<file path="src/rtl/coinc_pkg.sv">
// Shared types and elaboration helpers for the coincidence acquisition sequencer.
// Also provides the channel-pair to counter-index mapping used by benches.
package coinc_pkg;

  typedef enum logic [2:0] {
    IDLE   = 3'd0,
    CLEAR  = 3'd1,
    ACQ    = 3'd2,
    SETTLE = 3'd3,
    READ   = 3'd4,
    DONE   = 3'd5
  } state_t;

  function automatic int ncomb(input int nchan);
    return nchan * (nchan - 1) / 2;
  endfunction

  // Never narrower than one bit, even for a single pair counter.
  function automatic int idx_width(input int n);
    return (n <= 2) ? 1 : $clog2(n);
  endfunction

  // Pairs are enumerated (0,1),(0,2)..(0,N-1),(1,2).. in ascending order.
  function automatic int pair_idx(input int i, input int j, input int nchan);
    int lo;
    int hi;
    int idx;
    lo  = (i < j) ? i : j;
    hi  = (i < j) ? j : i;
    idx = 0;
    for (int k = 0; k < lo; k++) begin
      idx += nchan - 1 - k;
    end
    return idx + (hi - lo - 1);
  endfunction

endpackage

</file>
<file path="src/rtl/coinc_snapshot_mux.sv">
// Snapshot register bank for the pair counters with an index-selected read port.
// Loaded once per run; read combinationally from the registered copy only.
module coinc_snapshot_mux
  import coinc_pkg::*;
#(
  parameter int NCOMB = 6,
  parameter int NBITS = 4,
  parameter int IDXW  = 3
) (
  input  logic             clk,
  input  logic             rst_n,
  input  logic             load_en,
  input  logic [NBITS-1:0] counts_in [NCOMB],
  input  logic [IDXW-1:0]  rd_idx,
  output logic [NBITS-1:0] rd_data
);

  logic [NBITS-1:0] snap_q [NCOMB];
  logic [NBITS-1:0] snap_d [NCOMB];

  for (genvar gi = 0; gi < NCOMB; gi++) begin : g_snap
    assign snap_d[gi] = load_en ? counts_in[gi] : snap_q[gi];

    always_ff @(posedge clk or negedge rst_n) begin
      if (!rst_n) begin
        snap_q[gi] <= '0;
      end else begin
        snap_q[gi] <= snap_d[gi];
      end
    end
  end

  // Explicit compare keeps unused index codes at zero instead of out-of-range reads.
  always_comb begin
    rd_data = '0;
    for (int k = 0; k < NCOMB; k++) begin
      if (rd_idx == IDXW'(k)) begin
        rd_data = snap_q[k];
      end
    end
  end

endmodule

</file>
<file path="src/rtl/coinc_acq_ctrl.sv">
// Run sequencer: clear detector, gate a timed window, drain the pipeline,
// snapshot the pair counters and stream them out over valid/ready.
module coinc_acq_ctrl
  import coinc_pkg::*;
#(
  parameter  int NCHAN   = 4,
  parameter  int NBITS   = 4,
  parameter  int NREGS   = 4,
  parameter  int WINBITS = 16,
  localparam int NCOMB   = ncomb(NCHAN),
  localparam int IDXW    = idx_width(NCOMB)
) (
  input  logic               Clk,
  input  logic               Rst_n,
  input  logic               Start,
  input  logic               Abort,
  input  logic [WINBITS-1:0] WindowLen,
  input  logic [NBITS-1:0]   Counts [NCOMB],
  output logic               DetClear,
  output logic               DetEnable,
  output logic [NBITS-1:0]   OutData,
  output logic [IDXW-1:0]    OutIdx,
  output logic               OutValid,
  input  logic               OutReady,
  output logic               Busy,
  output logic               Done
);

  localparam int SETW = $clog2(NREGS + 2);

  state_t             state_q, state_d;
  logic [WINBITS-1:0] win_len_q, win_len_d;
  logic [WINBITS-1:0] win_cnt_q, win_cnt_d;
  logic [SETW-1:0]    settle_cnt_q, settle_cnt_d;
  logic [IDXW-1:0]    idx_q, idx_d;
  logic               snap_load;

  always_ff @(posedge Clk or negedge Rst_n) begin
    if (!Rst_n) begin
      state_q      <= IDLE;
      win_len_q    <= '0;
      win_cnt_q    <= '0;
      settle_cnt_q <= '0;
      idx_q        <= '0;
    end else begin
      state_q      <= state_d;
      win_len_q    <= win_len_d;
      win_cnt_q    <= win_cnt_d;
      settle_cnt_q <= settle_cnt_d;
      idx_q        <= idx_d;
    end
  end

  always_comb begin
    state_d      = state_q;
    win_len_d    = win_len_q;
    win_cnt_d    = win_cnt_q;
    settle_cnt_d = settle_cnt_q;
    idx_d        = idx_q;
    snap_load    = 1'b0;

    case (state_q)
      IDLE: begin
        if (Start && !Abort) begin
          win_len_d = (WindowLen == '0) ? WINBITS'(1) : WindowLen;
          state_d   = CLEAR;
        end
      end
      CLEAR: begin
        win_cnt_d = win_len_q;
        state_d   = ACQ;
      end
      ACQ: begin
        win_cnt_d = win_cnt_q - WINBITS'(1);
        if (win_cnt_q == WINBITS'(1)) begin
          settle_cnt_d = SETW'(NREGS + 1);
          state_d      = SETTLE;
        end
      end
      SETTLE: begin
        settle_cnt_d = settle_cnt_q - SETW'(1);
        if (settle_cnt_q == SETW'(1)) begin
          snap_load = 1'b1;
          idx_d     = '0;
          state_d   = READ;
        end
      end
      READ: begin
        if (OutReady) begin
          if (idx_q == IDXW'(NCOMB - 1)) begin
            state_d = DONE;
          end else begin
            idx_d = idx_q + IDXW'(1);
          end
        end
      end
      DONE: begin
        state_d = IDLE;
      end
      default: begin
        state_d = IDLE;
      end
    endcase

    // Abort wins over everything, including a pending snapshot load.
    if (Abort && (state_q != IDLE)) begin
      state_d   = IDLE;
      snap_load = 1'b0;
    end
  end

  coinc_snapshot_mux #(
    .NCOMB (NCOMB),
    .NBITS (NBITS),
    .IDXW  (IDXW)
  ) u_snap (
    .clk       (Clk),
    .rst_n     (Rst_n),
    .load_en   (snap_load),
    .counts_in (Counts),
    .rd_idx    (idx_q),
    .rd_data   (OutData)
  );

  assign DetClear  = (state_q == CLEAR);
  assign DetEnable = (state_q == ACQ);
  assign OutValid  = (state_q == READ);
  assign Done      = (state_q == DONE);
  assign Busy      = (state_q != IDLE);
  assign OutIdx    = idx_q;

endmodule

</file>
<file path="config.mk">
export PLATFORM = sky130hd
export DESIGN_NAME = coinc_acq_ctrl
export DESIGN_NICKNAME = d
export VERILOG_FILES = /design/src/rtl/coinc_pkg.sv /design/src/rtl/coinc_snapshot_mux.sv /design/src/rtl/coinc_acq_ctrl.sv
export SDC_FILE = /design/constraint.sdc
export NUM_CORES = 1
export LEC_CHECK = 0
export CORE_MARGIN = 4
export CORE_UTILIZATION = 41
export DETAILED_ROUTE_END_ITERATION = 8
export DONT_BUFFER_PORTS = 1
export PLACE_DENSITY = 0.52
export SYNTH_ARGS = -nofsm -noshare
export SYNTH_HDL_FRONTEND = slang
export SYNTH_SLANG_ARGS = --single-unit
export TNS_END_PERCENT = 30
</file>
<file path="constraint.sdc">
create_clock -name Clk -period 2.4 [get_ports Clk]
set_input_delay 0.36 -clock Clk [delete_from_list [all_inputs] [get_ports Clk]]
set_output_delay 0.36 -clock Clk [all_outputs]
set_load 0.1 [all_outputs]
</file>
==> results.yml, run 1 <==
final_layout:
  fill_cells: 724
  area_growth_syn_to_layout_pct: 17.4
  drive_gt1_share_pct: 31.6
  post-route-util_pct: 50.1
  fin_nets: 366
  diodes: 0
  instances_no_fill: 418
sta:
  fmax_ghz: 0.439
  setup_viol: 0
  finalHoldViolCount: 0
  worst_pin_slew_ns: 0.549
  fin_crit_ns: 2.28
  slew_headroom_pct: 63.1
  fin_crit_sh_pct: 94.9
  rsz0062_at_grt: "no"
  slew_violations: 0
  skew_ns: 0.00729
logic_synthesis:
  synth.distinct_cells: 57
  ys_warn_count: 0
  synthesis.area_sq_um: 3330
  avgSynthCellArea_sq_um: 11.2
  ys_seq_elements: 65
  yosysTopAreaCellShare_pct: 48.8
  synth-edff-count: 0
  syn-num-nets: 351
  yosys.area.top_type: "dfrtp_1"
  synthArstFlopShare_pct: 100
  ys.flop_type: "dfrtp_1"
  synth_area_leaders: "dfrtp_1 49%, mux2_2 11%, mux2_4 3.6%"
  ys_seq_area_share_pct: 48.8
  netlist_instances: 297
floorplan:
  start_util_pct: 42.7
  fp.dieH_um: 98.2
  rows: 32
  ios: 57
  dieArea_sq_um: 9630
  core_sq_um: 7810
  die_w_um: 98.2
cts:
  clk_latency_ns: 0.33
  cts_setup_buffers: 0
  clkTransAtPathRegs_ns: 0.07
  cts_max_level: 3
  clock-sinks: 65
  clk_path_buf_depth: 2
  root_buffer: "clkbuf_8"
  cts_buffers: 9
  tritoncts: "done"
critical_path:
  cp_slowest_cell: "dfrtp_4"
  worstSetupStartpoint: "OutIdx[1]"
  crit_chain: "inv_2 -> ha_4 -> nand2_1 -> o21ai_0 -> a22oi_1 -> a22oi_2 -> buf_12"
  required_ns: 2.04
  r2r-end: "state_q[0]"
  worstPathArrival_ns: 1.92
  max_stage_delay_ns: 0.52
  crit_path_end_kind: "output pin"
  critical_path_class: "reg2out"
  reg2reg_from: "win_cnt_q[6]"
  r2r_slack_ns: 0.37
  endpoint: "OutData[0]"
  rr_worst_depth: 4
  startpoint_type: "flip-flop"
  crit_fanout: 11
drt:
  dr.pass1.iters: 4
  drcViolationCount: 0
  wirelength_um: 7170
  drt_iter0_drc: 104
  via_per_inst: 5.55
  wl_per_cell_um: 17.1
  vias: 2318
  antenna_left: 0
global_route:
  grt_pass1_wl_um: 11900
  grt_antenna_before_repair: 0
  grt_use_total_pct: 15.5
  top_usage_layer: "met2"
  met2_usage_pct: 24.7
  grt_pass1_vias: 2335
  overflow: 0
  globalRouteMet1Util_pct: 20.7
  grt_util_met3_pct: 5.14
  grt_start_max_net_pins: 66
placed_design:
  gp_congestion: 0.805
  hpwl_um: 5200
  place_inst: 401
  numPortBuffers: 0
job:
  maxCapViolations: 0
power_and_ir_drop:
  leakagePower_nw: 1.70
  total_power_mw: 4.26
  irDropWorstVdd_uv: 532
  powerDensity_nw_per_um2: 1090
worst_hold_path:
  hold_path_class: "in2reg"
  hold_start: "Abort"
run_status:
  outcome: "finished, final reports clean"
-- cells in the mapped netlist, types with 3 or more instances --
master	n
a221o_1	3
nor2_1	15
nand2_1	27
a21oi_1	16
buf_2	3
mux2i_1	5
a22oi_1	6
or4_1	3
nor4_1	7
a311oi_1	3
mux2_2	32
nand2b_1	3
mux2_4	8
dfrtp_1	65
nor3_1	5
o21ai_0	11
a211oi_1	3
ha_1	9
inv_1	15
and3b_1	4
or3_1	3
clkbuf_1	7
-- layout by cell type, fill, tap and decap left out, types with 4 or more instances in the layout --
cell type	instances
and3b_1	4
mux2_2	32
o21ai_0	9
mux2i_1	5
mux2_4	8
nand2_1	27
nor2_1	14
buf_12	5
clkbuf_8	11
inv_1	12
a21oi_1	14
ha_4	4
nor4_1	7
ha_1	4
buf_4	12
dfrtp_1	62
nor3_1	5
-- report_power, final --
| part | internal [mW] | leakage, nW | switching [mW] |
|---|---|---|---|
| combinational | 0.698 | 0.805 | 0.856 |
| sequential | 1.46 | 0.797 | 0.311 |
| clock | 0.532 | 0.0957 | 0.402 |
-- per-layer routing --
metal  share of wire (%)  vias to the layer above
met5                   0                        -
met4                0.77                        0
met3                 5.6                        7
met2                  48                       54
met1                  46                     1133
li1                    -                     1124
-- flip-flops by register name, summed over array words and instances, names as in the netlist --
| register | count |
|---|---|
| OutIdx | 3 |
| state_q | 3 |
| win_len_q | 16 |
| settle_cnt_q | 3 |
| win_cnt_q | 16 |
| u_snap.snap_q | 24 |
-- how the worst min path moves through the flow --
stage                       to  slack [ns]  cells after the start
2_1_floorplan  settle_cnt_q[0]        0.06                      0
3_3_place_gp   settle_cnt_q[2]        0.07                      0
3_5_place_dp   settle_cnt_q[2]        0.07                      0
4_1_cts             state_q[2]        0.06                      1
5_1_grt             state_q[2]        0.05                      1
6_report            state_q[2]        0.08                      1
-- final cells by class --
cell class | instances | area (sq um) | share of cell area, %
clock inverters | 2 | 37.5 | 0.959
clock buffers | 13 | 159 | 4.06
multi-input cells | 201 | 1660 | 42.4
flip-flops and latches | 65 | 1640 | 41.9
well taps | 102 | 128 | 3.26
inverters | 16 | 62.6 | 1.60
repair buffers | 19 | 228 | 5.82
-- logic make-up (layout without fill, tap and decap cells) --
group / count (synthesis) / after routing / share of synthesized area [%]
fa+ha+maj: 9 / 9 / 3.38
compound gates: 63 / 63 / 13.1
buf+inv: 31 / 50 / 4.66
mux: 45 / 45 / 15.9
xor+xnor: 2 / 2 / 0.526
simple gates: 82 / 82 / 13.6
flops: 65 / 65 / 48.8
-- what timing repair did --
item,in CTS,in global routing
gates resized for setup,2,5
endpoints found under the setup margin,4,4
hold buffers,2,0
endpoints found under the hold margin,65,0
-- metrics by stage --
stage | hold WS, ns | TNS (ns) | cell area [sq um] | worst slack [ns]
2_1_floorplan | 0.0644 | -0.996 | 3460 | -0.199
6_report | 0.0827 | 0 | 3910 | 0.123
5_1_grt | 0.0523 | 0 | 3910 | 0.0118
4_1_cts | 0.0636 | 0 | 3890 | 0.00618
3_5_place_dp | 0.0679 | 0 | 3650 | 0.298
3_3_place_gp | 0.0678 | 0 | 3650 | 0.352
-- worst max-delay path, delay by kind of cell (launching register included) --
| family | cells | cell delay, ns |
|---|---|---|
| flip-flops | 1 | 0.52 |
| AO/OA/AOI/OAI | 3 | 0.48 |
| buffers and inverters | 2 | 0.32 |
| adder cells (fa/ha/maj) | 1 | 0.20 |
| AND/OR/NAND/NOR | 1 | 0.07 |
(Power assumes the default switching activity.)
==> inputs of run 2 (changes only) <==
--- a/config.mk
+++ b/config.mk
@@ -5,7 +5,6 @@
 export SDC_FILE = /design/constraint.sdc
 export NUM_CORES = 1
 export LEC_CHECK = 0
-export CORE_MARGIN = 4
 export CORE_UTILIZATION = 41
 export DETAILED_ROUTE_END_ITERATION = 8
 export DONT_BUFFER_PORTS = 1
==> run 2 against run 1 <==
Design area is 0.96% higher; maximum frequency about the same; total power grew 1.5%; global-route usage is 2.5 points higher; largest cell class unchanged; critical path depth decreased by 4; die area shrank 12%; combinational power hardly changed; critical endpoint is now DetClear; sequential cell count is the same; sequential share of layout area decreased by 0.40 points; setup slack worse by 0.0018 ns; utilization is 0.48 points higher.
==> results.yml, run 2 (synthesis gave the netlist of run 1 again) <==
run_status:
  outcome: "finished, final reports clean"
critical_path:
  rr_worst_depth: 5
  required_ns: 2.04
  startpoint_type: "flip-flop"
  r2r_slack_ns: 0.35
  critical_path_class: "reg2out"
  crit_path_end_kind: "output pin"
  r2r-end: "win_cnt_q[8]"
  crit_fanout: 10
  reg2reg_from: "state_q[1]"
  worstPathArrival_ns: 1.92
sta:
  rsz0062_at_grt: "yes"
  slew_headroom_pct: 59.2
  setup_viol: 0
  slew_violations: 0
  fmax_ghz: 0.439
  skew_ns: 0.00766
  holdWs_ns: 0.0798
  fin_crit_ns: 2.28
  fin_crit_sh_pct: 94.9
  finalHoldViolCount: 0
  worst_pin_slew_ns: 0.606
final_layout:
  max_flop_register: "u_snap.snap_q"
  fin_nets: 367
  fill_cells: 729
  final_area_sq_um: 3950
  area_growth_syn_to_layout_pct: 18.6
  layout_commonest_cell: "dfrtp_1"
  drive_gt1_share_pct: 32.4
  diodes: 0
  largestRegisters: "u_snap.snap_q x24, win_cnt_q x16, win_len_q x16"
  largest_reg_flops: 24
  final_cell_mix: "62 x dfrtp_1, 32 x mux2_2, 27 x nand2_1, 14 x a21oi_1, 14 x nor2_1"
worst_hold_path:
  hold_end: "state_q[1]"
  hold_path_class: "in2reg"
  hold_start: "Abort"
  holdPathStages: 1
power_and_ir_drop:
  leakagePower_nw: 1.72
  irDropWorstVdd_uv: 447
  powerDensity_nw_per_um2: 1100
global_route:
  grt_pass1_vias: 2400
  grt_use_total_pct: 18.0
  grt_antenna_before_repair: 0
  grt_start_max_net_pins: 66
  grt_pass1_wl_um: 11700
  overflow: 0
cts:
  root_buffer: "clkbuf_8"
  clock-sinks: 65
  clkTransAtPathRegs_ns: 0.07
  clk_latency_ns: 0.33
  cts_max_level: 3
  clk_path_buf_depth: 2
  tritoncts: "done"
  cts_buffers: 9
drt:
  dr.pass1.iters: 4
  wl_per_cell_um: 16.7
  vias: 2306
  antenna_left: 0
  wirelength_um: 7010
  drcViolationCount: 0
  via_per_inst: 5.49
  drt_iter0_drc: 85
floorplan:
  fp.dieH_um: 92.2
  dieArea_sq_um: 8490
  die_w_um: 92.2
  start_util_pct: 42.7
  rows: 32
  core_sq_um: 7810
  ios: 57
placed_design:
  numPortBuffers: 0
  hpwl_um: 4950
  place_area_sq_um: 3640
  gp_congestion: 0.745
job:
  maxCapViolations: 0
-- run 2: per-stage QoR --
stage	utilization, %	TNS (ns)	setup WS, ns	power [mW]	std cells
finish	50.6	0	0.121	4.33	420
global route	50.6	-0.0119	-0.00963	4.63	420
CTS	50.0	0	0.0117	4.36	418
detailed placement	46.6	0	0.298	3.30	400
global placement	46.6	0	0.336	3.27	400
floorplan	-	-0.996	-0.199	2.91	297
-- run 2: area by class of cell --
class	instances	area [sq um]	area share, %
clock inverters	6	82.6	2.09
multi-input cells	201	1670	42.3
flip-flops and latches	65	1640	41.5
inverters	16	65.1	1.65
repair buffers	20	239	6.05
well taps	102	128	3.23
clock buffers	10	128	3.23
-- run 2: repair_timing --
| action | 4_1_cts | 5_1_grt |
|---|---|---|
| hold buffers | 2 | 0 |
| setup buffers | 0 | 2 |
| endpoints found under the hold margin | 65 | 0 |
| endpoints found under the setup margin | 4 | 4 |
| gates cloned | 0 | 0 |
| gates resized for setup | 3 | 7 |
| pin swaps | 0 | 3 |
-- run 2: worst max-delay path, stage by stage (launching register included) --
cell     delay (ns)
dfrtp_1        0.50
or3b_2         0.49
inv_1          0.33
buf_12         0.25
-- run 2: worst max-delay path by stage --
stage | startpoint | to | slack [ns] | cells after the start
2_1_floorplan | OutIdx[2] | OutData[0] | -0.20 | 8
4_1_cts | OutIdx[1] | OutData[0] | 0.01 | 7
6_report | state_q[0] | DetClear | 0.12 | 3
3_5_place_dp | OutIdx[1] | OutData[2] | 0.30 | 6
5_1_grt | OutIdx[1] | OutData[2] | -0.01 | 7
3_3_place_gp | OutIdx[1] | OutData[2] | 0.34 | 6
-- run 2: per-layer routing --
layer	track usage [%]	wire (um)
met4	6.90	52
met5	0	0
met3	4.31	368
met1	22.4	3020
met2	30.2	3560
-- run 2: report_power, final --
group	total (mW)	internal, mW	switching, mW
Combinational	1.56	0.704	0.857
Sequential	1.77	1.46	0.309
Clock	0.994	0.580	0.414
==> inputs of run 3 (changes only) <==
--- a/config.mk
+++ b/config.mk
@@ -8,7 +8,8 @@
 export CORE_UTILIZATION = 41
 export DETAILED_ROUTE_END_ITERATION = 8
 export DONT_BUFFER_PORTS = 1
-export PLACE_DENSITY = 0.52
+export MAX_ROUTING_LAYER = met4
+export PLACE_DENSITY_LB_ADDON = 0.05
 export SYNTH_ARGS = -nofsm -noshare
 export SYNTH_HDL_FRONTEND = slang
 export SYNTH_SLANG_ARGS = --single-unit
==> constraint.sdc (replaced) <==
create_clock -name Clk -period 2.4 [get_ports Clk]
set_input_delay 0.36 -clock Clk [delete_from_list [all_inputs] [get_ports Clk]]
set_output_delay 0.36 -clock Clk [all_outputs]
set_load 0.05 [all_outputs]
==> run 3 against run 2 <==
Global-route usage increased by 1.3 points; utilization decreased by 2.1 points; count of clock-buffer cells in the layout increased by 1; register-to-register slack about the same; critical path depth increased by 3; sequential cell count unchanged; sequential share of layout area increased by 1.6 points; wire length increased by 2.8%; largest power group unchanged; highest routed layer unchanged.
==> results.yml, run 3 (synthesis gave the netlist of run 1 again) <==
global_route:
  grt_use_total_pct: 19.3
  grt_pass1_vias: 2371
  grt_antenna_before_repair: 0
  overflow: 0
  grt_start_max_net_pins: 66
  grt_pass1_wl_um: 12100
cts:
  clk_path_buf_depth: 2
  cts_buffers: 9
  tritoncts: "done"
  clock-sinks: 65
  clk_latency_ns: 0.34
  cts_setup_buffers: 0
  root_buffer: "clkbuf_8"
  cts_max_level: 3
  clkTransAtPathRegs_ns: 0.07
critical_path:
  worstPathArrival_ns: 1.94
  critical_path_class: "reg2out"
  crit_fanout: 14
  required_ns: 2.04
  startpoint_type: "flip-flop"
  crit_path_end_kind: "output pin"
floorplan:
  ios: 57
  die_w_um: 92.2
  core_sq_um: 7810
  dieArea_sq_um: 8490
  rows: 32
  start_util_pct: 42.7
  fp.dieH_um: 92.2
sta:
  rsz0062_at_grt: "yes"
  setup_tns_ns: 0
  setup_viol: 0
  slew_violations: 0
  finalHoldViolCount: 0
  fin_crit_ns: 2.30
  skew_ns: 0.00568
  fin_crit_sh_pct: 95.9
  slew_headroom_pct: 63.7
  fmax_ghz: 0.434
  worst_pin_slew_ns: 0.539
final_layout:
  final_area_sq_um: 3790
  fill_cells: 747
  diodes: 0
  largestRegisters: "u_snap.snap_q x24, win_cnt_q x16, win_len_q x16"
  layout_commonest_cell: "dfrtp_1"
  max_flop_register: "u_snap.snap_q"
  drive_gt1_share_pct: 28.9
  area_growth_syn_to_layout_pct: 13.6
  fin_nets: 365
  final_cell_mix: "62 x dfrtp_1, 32 x mux2_2, 27 x nand2_1, 15 x inv_1, 15 x a21oi_1"
  largest_reg_flops: 24
power_and_ir_drop:
  powerDensity_nw_per_um2: 1050
  leakagePower_nw: 1.67
  irDropWorstVdd_uv: 475
run_status:
  outcome: "finished, final reports clean"
placed_design:
  gp_congestion: 0.760
  numPortBuffers: 0
  place_area_sq_um: 3560
  hpwl_um: 5160
job:
  maxCapViolations: 0
drt:
  drcViolationCount: 0
  antenna_left: 0
  vias: 2315
  wirelength_um: 7200
  drt_iter0_drc: 75
  via_per_inst: 5.55
  wl_per_cell_um: 17.3
  dr.pass1.iters: 4
worst_hold_path:
  hold_path_class: "in2reg"
[run 3: path summary, 6_finish.rpt]
check | to | slack, ns | depth (start not counted) | from
worst max-delay path | OutData[2] | 0.1 | 6 | OutIdx[1]
worst min-delay path | state_q[1] | 0.07 | 1 | Abort
worst max register to register | win_len_q[14] | 0.36 | 4 | state_q[2]
worst min register to register | win_cnt_q[8] | 0.50 | 1 | win_len_q[8]
max in group asynchronous | OutIdx[2] | 1.55 | 2 | Rst_n
min in group asynchronous | settle_cnt_q[2] | 0.55 | 2 | Rst_n
[run 3: worst max-delay path, cell delays in order (launching register included)]
cell,delay [ns]
dfrtp_2,0.43
inv_1,0.09
ha_2,0.35
o21ai_0,0.17
a221oi_1,0.30
a21oi_2,0.09
buf_12,0.16
[run 3: final cells by class]
class	instances	area [sq um]	share of cell area (%)
clock buffers	11	131	3.47
clock inverters	4	45.0	1.19
inverters	16	60.1	1.59
multi-input cells	201	1580	41.8
flip-flops and latches	65	1630	43.1
well taps	102	128	3.37
repair buffers	18	208	5.49
[run 3: power by group]
part           internal, mW  switching, mW  leakage [nW]
Combinational         0.661          0.672         0.778
Sequential             1.46          0.315         0.798
Clock                 0.469          0.410        0.0929
Total                  2.59           1.40          1.67
[run 3: what timing repair did]
action | CTS | global route
hold buffers | 2 | 0
endpoints found under the setup margin | 2 | 4
resized for setup | 1 | 2
hold endpoints to repair | 65 | 0
pin swaps | 0 | 0
[run 3: layer usage]
metal,up-vias,share of wire [%],GRT usage [%]
li1,1111,-,-
met1,1153,48,25.1
met2,43,46,29.1
met3,8,4.6,5.64
met4,0,1.4,6.25
met5,-,0,-
[run 3: stage by stage]
| step | std cells | utilization, % | total power [mW] | hold WS (ns) | worst slack [ns] |
|---|---|---|---|---|---|
| floorplan | 297 | - | 2.71 | 0.0644 | 0.0192 |
| global placement | 400 | 45.7 | 3.07 | 0.0672 | 0.368 |
| detailed placement | 400 | 45.7 | 3.10 | 0.0670 | 0.292 |
| CTS | 417 | 48.4 | 4.03 | 0.0570 | 0.0288 |
| global route | 417 | 48.5 | 4.26 | 0.0572 | -0.0355 |
| finish | 417 | 48.5 | 3.99 | 0.0720 | 0.0979 |
